**src/rtl/snn_pkg.sv**
```systemverilog
// Shared types and sizing for the UART image loader and the SNN core that reads its RAM.
package snn_pkg;

  localparam int IMG_BITS_C  = 784;
  localparam int IMG_BYTES_C = 98;
  localparam int ADDR_W      = 10;

  typedef enum logic [2:0] {
    IDLE,
    UNPACK,
    RECV,
    DONE,
    WAIT
  } loader_state_t;

  // Pixel address of bit i of byte k is 8*k+i, i.e. a plain concatenation.
  function automatic logic [ADDR_W-1:0] bit_addr(input logic [6:0] byte_idx,
                                                 input logic [2:0] bit_idx);
    return {byte_idx, bit_idx};
  endfunction

endpackage

```
**src/rtl/uart_image_loader_if.sv**
```systemverilog
// Byte-stream / core-side signal bundle of the image loader; slave = loader, master = driver.
interface uart_image_loader_if;
  import snn_pkg::*;

  logic              rx_rdy;
  logic [7:0]        rx_data;
  logic              core_done;
  logic [ADDR_W-1:0] addr;
  logic              q;
  logic              ready;
  logic              busy;
  logic              overrun;

  modport master (
    output rx_rdy, rx_data, core_done, addr,
    input  q, ready, busy, overrun
  );

  modport slave (
    input  rx_rdy, rx_data, core_done, addr,
    output q, ready, busy, overrun
  );

endinterface

```
**src/rtl/uart_image_loader_input_bit_ram.sv**
```systemverilog
// 1-bit wide pixel RAM: one synchronous write port, one registered read port.
// Out-of-range read addresses return 0; contents survive reset, only q is reset.
module input_bit_ram #(
    parameter int DEPTH = 784,
    parameter int AW    = 10
) (
    input  logic          clk,
    input  logic          rst_n,
    input  logic          we,
    input  logic [AW-1:0] waddr,
    input  logic          wdata,
    input  logic [AW-1:0] raddr,
    output logic          q
);

    localparam logic [AW-1:0] LAST = AW'(DEPTH - 1);

    logic mem [DEPTH];

    always_ff @(posedge clk) begin
        if (we) mem[waddr] <= wdata;
    end

    always_ff @(posedge clk or negedge rst_n) begin
        if (!rst_n)             q <= 1'b0;
        else if (raddr <= LAST) q <= mem[raddr];
        else                    q <= 1'b0;
    end

endmodule

```
**src/rtl/uart_image_loader.sv**
```systemverilog
// Collects a binary image from UART bytes into a bit RAM and hands it to the SNN core.
// Optional inter-byte timeout: define LOADER_TIMEOUT_EN.
module uart_image_loader
    import snn_pkg::*;
#(
    parameter int IMG_BITS = IMG_BITS_C
`ifdef LOADER_TIMEOUT_EN
   ,parameter int TIMEOUT_CYCLES = 5_000_000
`endif
) (
    input logic                 clk,
    input logic                 rst_n,
    uart_image_loader_if.slave  bus
);

    localparam int         IMG_BYTES = IMG_BITS / 8;
    localparam logic [6:0] LAST_BYTE = 7'(IMG_BYTES - 1);

    loader_state_t state_q, state_d;
    logic [7:0]    shreg;
    logic [6:0]    byte_cnt;
    logic [2:0]    bit_cnt;
    logic          overrun_q;
    logic          timeout;
    logic          ram_we;
    logic          ready;
    logic          busy;
    logic          load;
    logic          drop;

    assign load = bus.rx_rdy && (state_q == IDLE || state_q == RECV);
    // Any byte arriving while unpacking or while the core owns the RAM is lost.
    assign drop = bus.rx_rdy && (state_q == UNPACK || state_q == DONE || state_q == WAIT);

`ifdef LOADER_TIMEOUT_EN
    localparam int GAP_W = $clog2(TIMEOUT_CYCLES + 1);
    localparam logic [GAP_W-1:0] GAP_LAST = GAP_W'(TIMEOUT_CYCLES - 1);

    logic [GAP_W-1:0] gap_q;

    always_ff @(posedge clk or negedge rst_n) begin
        if (!rst_n)                             gap_q <= '0;
        else if (state_q != RECV || bus.rx_rdy) gap_q <= '0;
        else                                    gap_q <= gap_q + 1'b1;
    end

    assign timeout = (state_q == RECV) && !bus.rx_rdy && (gap_q == GAP_LAST);
`else
    assign timeout = 1'b0;
`endif

    always_ff @(posedge clk or negedge rst_n) begin
        if (!rst_n) state_q <= IDLE;
        else        state_q <= state_d;
    end

    always_comb begin
        state_d = state_q;
        case (state_q)
            IDLE:    if (bus.rx_rdy) state_d = UNPACK;
            UNPACK:  if (bit_cnt == 3'd7) state_d = (byte_cnt == LAST_BYTE) ? DONE : RECV;
            RECV:    if (bus.rx_rdy)   state_d = UNPACK;
                     else if (timeout) state_d = IDLE;
            DONE:    state_d = WAIT;
            WAIT:    if (bus.core_done) state_d = IDLE;
            default: state_d = IDLE;
        endcase
    end

    always_comb begin
        ready  = 1'b0;
        busy   = 1'b1;
        ram_we = 1'b0;
        case (state_q)
            IDLE:    busy   = 1'b0;
            UNPACK:  ram_we = 1'b1;
            DONE:    ready  = 1'b1;
            default: ;
        endcase
    end

    always_ff @(posedge clk or negedge rst_n) begin
        if (!rst_n) begin
            shreg    <= '0;
            byte_cnt <= '0;
            bit_cnt  <= '0;
        end else if (load) begin
            shreg <= bus.rx_data;
            if (state_q == IDLE) begin
                byte_cnt <= '0;
                bit_cnt  <= '0;
            end
        end else if (state_q == UNPACK) begin
            shreg   <= shreg >> 1;
            bit_cnt <= bit_cnt + 3'd1;
            if (bit_cnt == 3'd7) byte_cnt <= byte_cnt + 7'd1;
        end
    end

    // A drop on the final unpack cycle still reports, so set wins over the clear on DONE entry.
    always_ff @(posedge clk or negedge rst_n) begin
        if (!rst_n)                                      overrun_q <= 1'b0;
        else if (drop || timeout)                        overrun_q <= 1'b1;
        else if (state_d == DONE && state_q != DONE)     overrun_q <= 1'b0;
    end

    input_bit_ram #(
        .DEPTH (IMG_BITS),
        .AW    (ADDR_W)
    ) u_ram (
        .clk   (clk),
        .rst_n (rst_n),
        .we    (ram_we),
        .waddr (bit_addr(byte_cnt, bit_cnt)),
        .wdata (shreg[0]),
        .raddr (bus.addr),
        .q     (bus.q)
    );

    assign bus.ready   = ready;
    assign bus.busy    = busy;
    assign bus.overrun = overrun_q;

endmodule

```
**src/flat_wrapper.sv**
```systemverilog
// flat-port wrapper written by rule: the top's interface ports become plain ports
module uart_image_loader_flat import snn_pkg::*;
#(
    parameter int IMG_BITS = IMG_BITS_C

)
  (clk, rst_n, bus_rx_rdy, bus_rx_data, bus_core_done, bus_addr, bus_q, bus_ready, bus_busy, bus_overrun);
  uart_image_loader_if bus_i ();
  input logic clk;
  input logic rst_n;
  input wire logic [$bits(bus_i.rx_rdy)-1:0] bus_rx_rdy;
  input wire logic [$bits(bus_i.rx_data)-1:0] bus_rx_data;
  input wire logic [$bits(bus_i.core_done)-1:0] bus_core_done;
  input wire logic [$bits(bus_i.addr)-1:0] bus_addr;
  output wire logic [$bits(bus_i.q)-1:0] bus_q;
  output wire logic [$bits(bus_i.ready)-1:0] bus_ready;
  output wire logic [$bits(bus_i.busy)-1:0] bus_busy;
  output wire logic [$bits(bus_i.overrun)-1:0] bus_overrun;
  assign bus_i.rx_rdy = bus_rx_rdy;
  assign bus_i.rx_data = bus_rx_data;
  assign bus_i.core_done = bus_core_done;
  assign bus_i.addr = bus_addr;
  assign bus_q = bus_i.q;
  assign bus_ready = bus_i.ready;
  assign bus_busy = bus_i.busy;
  assign bus_overrun = bus_i.overrun;
  uart_image_loader #(.IMG_BITS(IMG_BITS)) u_core (.clk(clk), .rst_n(rst_n), .bus(bus_i));
endmodule
```
**config.mk**
```make
export PLATFORM = sky130hd
export DESIGN_NAME = uart_image_loader_flat
export DESIGN_NICKNAME = d
export VERILOG_FILES = /design/src/rtl/snn_pkg.sv /design/src/rtl/uart_image_loader_if.sv /design/src/rtl/uart_image_loader_input_bit_ram.sv /design/src/rtl/uart_image_loader.sv /design/src/flat_wrapper.sv
export SDC_FILE = /design/constraint.sdc
export NUM_CORES = 1
export LEC_CHECK = 0
export ABC_AREA = 0
export BUFFER_PORTS_ARGS = -buffer_cell sky130_fd_sc_hd__buf_2
export CAP_MARGIN = 0
export CORE_MARGIN = 5
export CORE_UTILIZATION = 58
export CTS_BUF_LIST = sky130_fd_sc_hd__clkbuf_4
export CTS_CLUSTER_SIZE = 25
export DETAILED_ROUTE_END_ITERATION = 10
export HOLD_SLACK_MARGIN = 0.1
export PLACE_DENSITY = 0.74
export SETUP_SLACK_MARGIN = 0.4
export SYNTH_ARGS = -nofsm -noshare
export SYNTH_HDL_FRONTEND = slang
export SYNTH_SLANG_ARGS = --single-unit
```
**constraint.sdc**
```tcl
create_clock -name clk -period 12.55 [get_ports clk]
set_input_delay 0.6275 -clock clk [delete_from_list [all_inputs] [get_ports clk]]
set_output_delay 0.6275 -clock clk [all_outputs]
set_load 0.03 [all_outputs]
```
==> results.py, run 1 <==
metrics = {
    "global_routing": {
        "grt_usage_pct": 27.1,
        "antenna_found_initial": 3,
        "grt_overflow": 0,
        "grt_pass1_vias": 22023,
        "grt_pass1_wl_um": 132000,
        "grt_max_degree": 149,
    },
    "timing": {
        "setup_viol": 0,
        "hold_viol": 0,
        "fmaxAchievable_mhz": 226,
        "setup_ws_ns": 8.12,
        "relSlewSlack_pct": 13.5,
        "tightestPinTransition_ns": 1.30,
        "fin_tns_setup_ns": 0,
        "fin_crit_ns": 4.43,
        "period_share_pct": 35.3,
        "skew_ns": 0.0624,
        "rsz0062_at_grt": "no",
        "drv_slew": 0,
        "hold-worst-slack_ns": 0.397,
    },
    "clocking": {
        "clock_path_buffers": 3,
        "insertion_delay_ns": 1.06,
        "clock-sinks": 807,
        "cts_made_buffers": 197,
        "cts_setup_buffers": 0,
        "cts.clk_slew.worst_paths_ns": 0.06,
        "cts_root_buf": "clkbuf_4",
        "post_cts_resized": 0,
        "holdBufCountCts": 19,
        "htreeDepth": 4,
        "cts_tree": "built",
    },
    "logic_synthesis": {
        "synth.distinct_cells": 58,
        "syn_inst": 2453,
        "ys_seq_elements": 807,
        "synth.net_count": 2485,
        "netlist_area_um2": 35100,
        "async_flop_share_pct": 2.85,
        "yosysSeqAreaShare_pct": 68.8,
        "yosys_most_used_dff": "edfxtp_1",
        "ys.warnings.count": 0,
        "synth_edf_count": 784,
        "syn_area_per_cell_um2": 14.3,
    },
    "power": {
        "internal_power_mw": 4.77,
        "switching_share_pct": 26.7,
        "p_sw_mw": 1.73,
        "pwr-share-comb_pct": 12.0,
        "powerDensity_nw_per_um2": 169,
        "peakVddDrop_mv": 0.332,
        "sequentialPowerShare_pct": 53.5,
        "p_total_mw": 6.50,
        "pwr-share-clk_pct": 34.5,
        "p_leak_nw": 11.9,
    },
    "placed_design": {
        "port_buffers": 25,
        "dp_hpwl_um": 48000,
        "place_congestion": 0.823,
        "place_ws_ns": 7.53,
        "place_area_um2": 35600,
        "placed_cells": 3086,
    },
    "route": {
        "postRouteAntennaNets": 0,
        "drc": 0,
        "drtIter0Drc": 2855,
        "wl_um": 89200,
        "drt-wirelength-per-cell_um": 25.9,
        "num_vias": 21701,
        "firstDrtPassIters": 8,
        "routed_via_density": 6.31,
    },
    "critical_path": {
        "cp-end-kind": "flop",
        "worstPathRequired_ns": 13.48,
        "rrSetupSlack_ns": 8.69,
        "criticalPathCategory": "in -> reg",
        "cp-start-kind": "input port",
        "crit_arrival_ns": 5.37,
        "worst-path-max-fanout": 112,
    },
    "run": {
        "cap_violations": 0,
    },
    "final_layout": {
        "layout.cells.non_filler": 3440,
        "finalCoreUtilization_pct": 63.8,
        "nets": 2554,
        "area_growth_pct": 9.51,
        "post-route-cell-area_um2": 38400,
        "drive_above_1_share_pct": 22.5,
    },
    "min_path": {
        "hp-class": "in -> reg",
    },
    "floorplan": {
        "die_h_um": 256,
        "die-area_um2": 65500,
        "core_area_um2": 60100,
        "dieWidth_um": 256,
        "ios": 26,
        "rows": 90,
        "initial_core_util_pct": 58.3,
    },
    "status": {
        "outcome": "finished, final reports clean",
    },
}
layer usage:
layer	global-route usage [%]	wire (um)	part of all wire, %
met5	1.46	148	0.17
met4	11.0	3340	3.7
met3	7.91	10100	11
met2	43.4	43000	48
met1	35.5	32600	37
final cells by class:
class | instances | area (um^2)
Antenna cell | 5 | 12.5
Clock buffer | 298 | 2240
Clock inverter | 32 | 318
Fill cell | 4421 | 21700
Inverter | 11 | 41.3
Multi-Input combinational cell | 1412 | 9960
Sequential cell | 807 | 24100
Tap cell | 782 | 978
Timing Repair Buffer | 93 | 724
worst paths after layout:
kind | from | endpoint | depth (start not counted)
setup / recovery | bus_addr[0] | u_core.u_ram.q$_DFF_PN0_ | 11
hold / removal | bus_rx_data[3] | u_core.shreg[3]$_DFFE_PN0P_ | 4
setup reg to reg | u_core.shreg[0]$_DFFE_PN0P_ | u_core.u_ram.mem[53]$_DFFE_PP_ | 2
hold reg to reg | u_core.shreg[6]$_DFFE_PN0P_ | u_core.shreg[6]$_DFFE_PN0P_ | 2
max in group asynchronous | rst_n | u_core.shreg[0]$_DFFE_PN0P_ | 4
min in group asynchronous | rst_n | u_core.byte_cnt[6]$_DFFE_PN0P_ | 4
flip-flops by register name, summed over array words and instances (netlist names):
signal and flops:
u_core.u_ram.q 1, u_core.byte_cnt 7, u_core.shreg 8, u_core.bit_cnt 3, u_core.state_q 3, u_core.bus.overrun 1
u_core.u_ram.mem 784
cells by family (layout without fill, tap and decap cells):
logic type / after synthesis / count (layout) / share of synthesized area [%]
xor+xnor: 5 / 5 / 0.125
buf+inv: 234 / 434 / 2.87
other cells: 0 / 5 / 0
simple gates: 1014 / 1014 / 11.5
flops: 807 / 807 / 68.8
mux: 242 / 242 / 13.5
compound gates: 141 / 141 / 2.87
fa+ha+maj: 10 / 10 / 0.357
critical path, stage by stage:
cell           delay [ns]
buf_8                0.52
buf_12               0.69
buf_4                0.72
mux4_2               0.59
a22oi_1              0.20
a21boi_0             0.13
or4b_1               0.54
a21boi_0             0.29
o211ai_1             0.14
o2bb2ai_1            0.15
dlygate4sd3_1        0.57
power groups by stage:
stage	sequential (mW)	combinational [mW]	clock [mW]
6_report	3.48	0.783	2.24
2_1_floorplan	3.96	0.318	0
3_5_place_dp	3.53	0.761	0
3_3_place_gp	3.52	0.726	0
5_1_grt	3.49	0.839	2.43
4_1_cts	3.47	0.772	2.28
layout by cell type, fill, tap and decap left out, types with 7 or more instances in the layout:
cell,instances
ha_1,10
bufinv_16,7
buf_2,23
mux2_2,18
nor2_1,820
clkbuf_4,298
o21ai_0,16
clkinv_1,19
dlygate4sd3_1,18
inv_1,10
buf_4,48
nor3_1,9
dfrtp_1,22
mux2i_1,40
nor2b_1,12
a31oi_1,9
and2_1,10
mux4_2,184
o22ai_1,8
a221oi_1,12
edfxtp_1,784
a21oi_1,18
nand3_1,34
a22oi_1,38
nand2_1,95
cells in the mapped netlist, drive strengths merged, types with 3 or more instances:
cell       n  area share (%)
nand3     38            0.54
edfxtp   784              67
ha        10            0.36
and3b      3           0.075
nand2b     3           0.054
a221oi    12            0.30
and2      11            0.20
nor3b      4           0.086
xor2       5            0.12
inv       10            0.11
o21ai     16            0.23
a31oi      9            0.16
a21oi     18            0.26
o22ai      8            0.14
dfrtp     23             1.6
and3       5           0.089
nand2     95             1.0
mux4     184              12
nor2b     13            0.23
or3        3           0.054
a22oi     38            0.81
o221ai     5            0.12
o31ai      3           0.064
mux2      18            0.58
o2111ai    3           0.075
nor3       9            0.13
mux2i     40             1.1
clkbuf   163             1.7
a22o       4            0.10
nor2     820             8.8
buf       60             1.0
a211oi     3           0.064
nand4      5           0.089
Power figures use the tool's default switching activity.
==> run 2, diff against run 1 <==
==> constraint.sdc (replaced) <==
create_clock -name clk -period 4.2 [get_ports clk]
set_input_delay 0.21 -clock clk [delete_from_list [all_inputs] [get_ports clk]]
set_output_delay 0.21 -clock clk [all_outputs]
set_load 0.03 [all_outputs]
==> run 2 against run 1 <==
Net effect:
- clock-buffer cell count is 14 lower
- critical path depth is 3 lower
- register-to-register slack worse by 7.9 ns
- via count is 2.1% higher
- routed wire length is 1.3% higher
- clock power grew to 2.8 times the previous value
- non-clock buffer count is 50 higher
- critical endpoint unchanged
- highest routed layer is now met4
==> results.py, run 2 (synthesis gave the netlist of run 1 again) <==
metrics = {
    "status": {
        "outcome": "finished, final reports clean",
    },
    "global_routing": {
        "grt_pass1_wl_um": 135000,
        "grt_usage_pct": 27.5,
        "grt_pass1_vias": 22149,
        "grt_overflow": 0,
        "antenna_found_initial": 2,
        "grt_max_degree": 217,
    },
    "final_layout": {
        "finalCoreUtilization_pct": 64.5,
        "layout.cells.non_filler": 3499,
        "final_common_cell": "nor2_1",
        "reg_top3": "u_core.u_ram.mem: 784 flops, u_core.shreg: 8 flops, u_core.byte_cnt: 7 flops",
        "regMostFlops": "u_core.u_ram.mem",
        "final_cell_mix": "nor2_1, edfxtp_1, clkbuf_4, mux4_2, nand2_1",
        "drive_above_1_share_pct": 22.5,
        "largest_reg_flops": 784,
        "post-route-cell-area_um2": 38800,
        "nets": 2607,
        "area_growth_pct": 10.6,
    },
    "timing": {
        "fin_crit_ns": 3.44,
        "fmaxAchievable_mhz": 291,
        "rsz0062_at_grt": "no",
        "skew_ns": 0.0829,
        "hold_viol": 0,
        "setup_viol": 0,
        "tightestPinTransition_ns": 1.15,
        "drv_slew": 0,
        "period_share_pct": 81.9,
        "relSlewSlack_pct": 23.1,
        "fin_tns_setup_ns": 0,
    },
    "route": {
        "wl_um": 90400,
        "routed_via_density": 6.33,
        "postRouteAntennaNets": 0,
        "firstDrtPassIters": 7,
        "drt-wirelength-per-cell_um": 25.8,
        "num_vias": 22154,
        "drtIter0Drc": 2913,
        "drc": 0,
    },
    "critical_path": {
        "crit_arrival_ns": 4.40,
        "cpMostUsedCell": "mux4_2",
        "worst-path-max-fanout": 1,
        "worst_path_max_delay_cell": "dlygate4sd3_1",
        "worstPathRequired_ns": 5.16,
        "slowest_delay_ns": 0.58,
        "cp-end-kind": "flop",
        "crit_chain": "mux4_2 -> mux4_2 -> mux2_2 -> a311oi_1 -> nand3_1 -> a41oi_1 -> o2bb2ai_1 -> dlygate4sd3_1",
        "criticalPathCategory": "reg -> reg",
        "cp-start-kind": "flop",
    },
    "floorplan": {
        "core_area_um2": 60100,
        "die_h_um": 256,
        "die-area_um2": 65500,
        "dieWidth_um": 256,
        "initial_core_util_pct": 58.3,
        "rows": 90,
        "ios": 26,
    },
    "placed_design": {
        "place_area_um2": 35900,
        "placed_cells": 3113,
        "place_congestion": 0.851,
        "dp_hpwl_um": 49700,
        "port_buffers": 25,
    },
    "clocking": {
        "cts_setup_buffers": 0,
        "cts.clk_slew.worst_paths_ns": 0.08,
        "cts_made_buffers": 200,
        "clock_path_buffers": 3,
        "cts_root_buf": "clkbuf_4",
        "clock-sinks": 807,
        "insertion_delay_ns": 1.07,
        "cts_tree": "built",
        "htreeDepth": 4,
    },
    "power": {
        "powerDensity_nw_per_um2": 495,
        "p_leak_nw": 12.1,
        "peakVddDrop_mv": 0.500,
        "p_total_mw": 19.2,
    },
    "min_path": {
        "hp-class": "in -> reg",
    },
    "run": {
        "cap_violations": 0,
    },
}
[run 2: cell types whose count changed in the layout (fill, tap and decap cells not counted), moves of 2 or more]
| cell | delta |
|---|---|
| clkinv_1 | +25 |
| inv_2 | -3 |
| buf_12 | +6 |
| clkinv_2 | +5 |
| nand3_1 | -2 |
| bufinv_16 | -5 |
| diode_2 | -2 |
| clkbuf_4 | -14 |
| buf_4 | +21 |
| nand3_2 | +2 |
| dlygate4sd3_1 | +23 |
| clkinvlp_4 | +3 |
[run 2: timing repair]
action	CTS	global route
setup endpoints to repair	0	0
hold buffers	42	0
resized for setup	0	0
hold endpoints to repair	46	0
[run 2: per-stage QoR]
step / worst slack [ns] / hold WS [ns]
global placement: 0.816 / 0.235
detailed placement: 0.798 / 0.242
floorplan: 0.232 / -0.0856
finish: 0.761 / 0.224
CTS: 0.778 / 0.128
global route: 0.729 / 0.174
[run 2: path summary, 6_finish.rpt]
path                                                  from                        endpoint  slack, ns  cells past startpoint
min reg2reg                 u_core.bus.overrun$_DFFE_PN0P_  u_core.bus.overrun$_DFFE_PN0P_       0.51                      1
min in group asynchronous                            rst_n        u_core.u_ram.q$_DFF_PN0_       0.25                      4
max                        u_core.u_ram.mem[266]$_DFFE_PP_        u_core.u_ram.q$_DFF_PN0_       0.76                      8
max reg2reg                u_core.u_ram.mem[266]$_DFFE_PP_        u_core.u_ram.q$_DFF_PN0_       0.76                      8
max in group asynchronous                            rst_n     u_core.shreg[0]$_DFFE_PN0P_       3.73                      4
min                                            bus_addr[9]        u_core.u_ram.q$_DFF_PN0_       0.22                      5
[run 2: worst max-delay path, delay by kind of cell, from the launching register on]
family | cells | cell delay [ns]
flops | 1 | 0.39
mux | 3 | 1.25
simple gates | 1 | 0.23
buf+inv | 1 | 0.58
compound gates | 3 | 0.91
[run 2: area by class of cell]
type / instances / area (um^2)
Inverter: 11 / 41.3
Sequential cell: 807 / 24100
Multi-Input combinational cell: 1412 / 9970
Timing Repair Buffer: 143 / 1230
Clock inverter: 57 / 298
Fill cell: 4265 / 21400
Tap cell: 782 / 978
Antenna cell: 3 / 7.51
Clock buffer: 284 / 2130
[run 2: routing by layer]
layer / GRT usage, % / vias to the layer above / wire length (um)
met5: 0 / - / 0
met4: 10.5 / 0 / 3240
met3: 7.48 / 235 / 10200
met2: 44.9 / 1367 / 44800
met1: 36.1 / 11194 / 32200
li1: - / 9358 / -
[run 2: power by group]
part / switching, mW / total, mW / internal, mW
combinational: 1.98 / 2.60 / 0.628
clock: 3.08 / 6.29 / 3.21
sequential: 0.202 / 10.3 / 10.1
total: 5.25 / 19.2 / 14.0
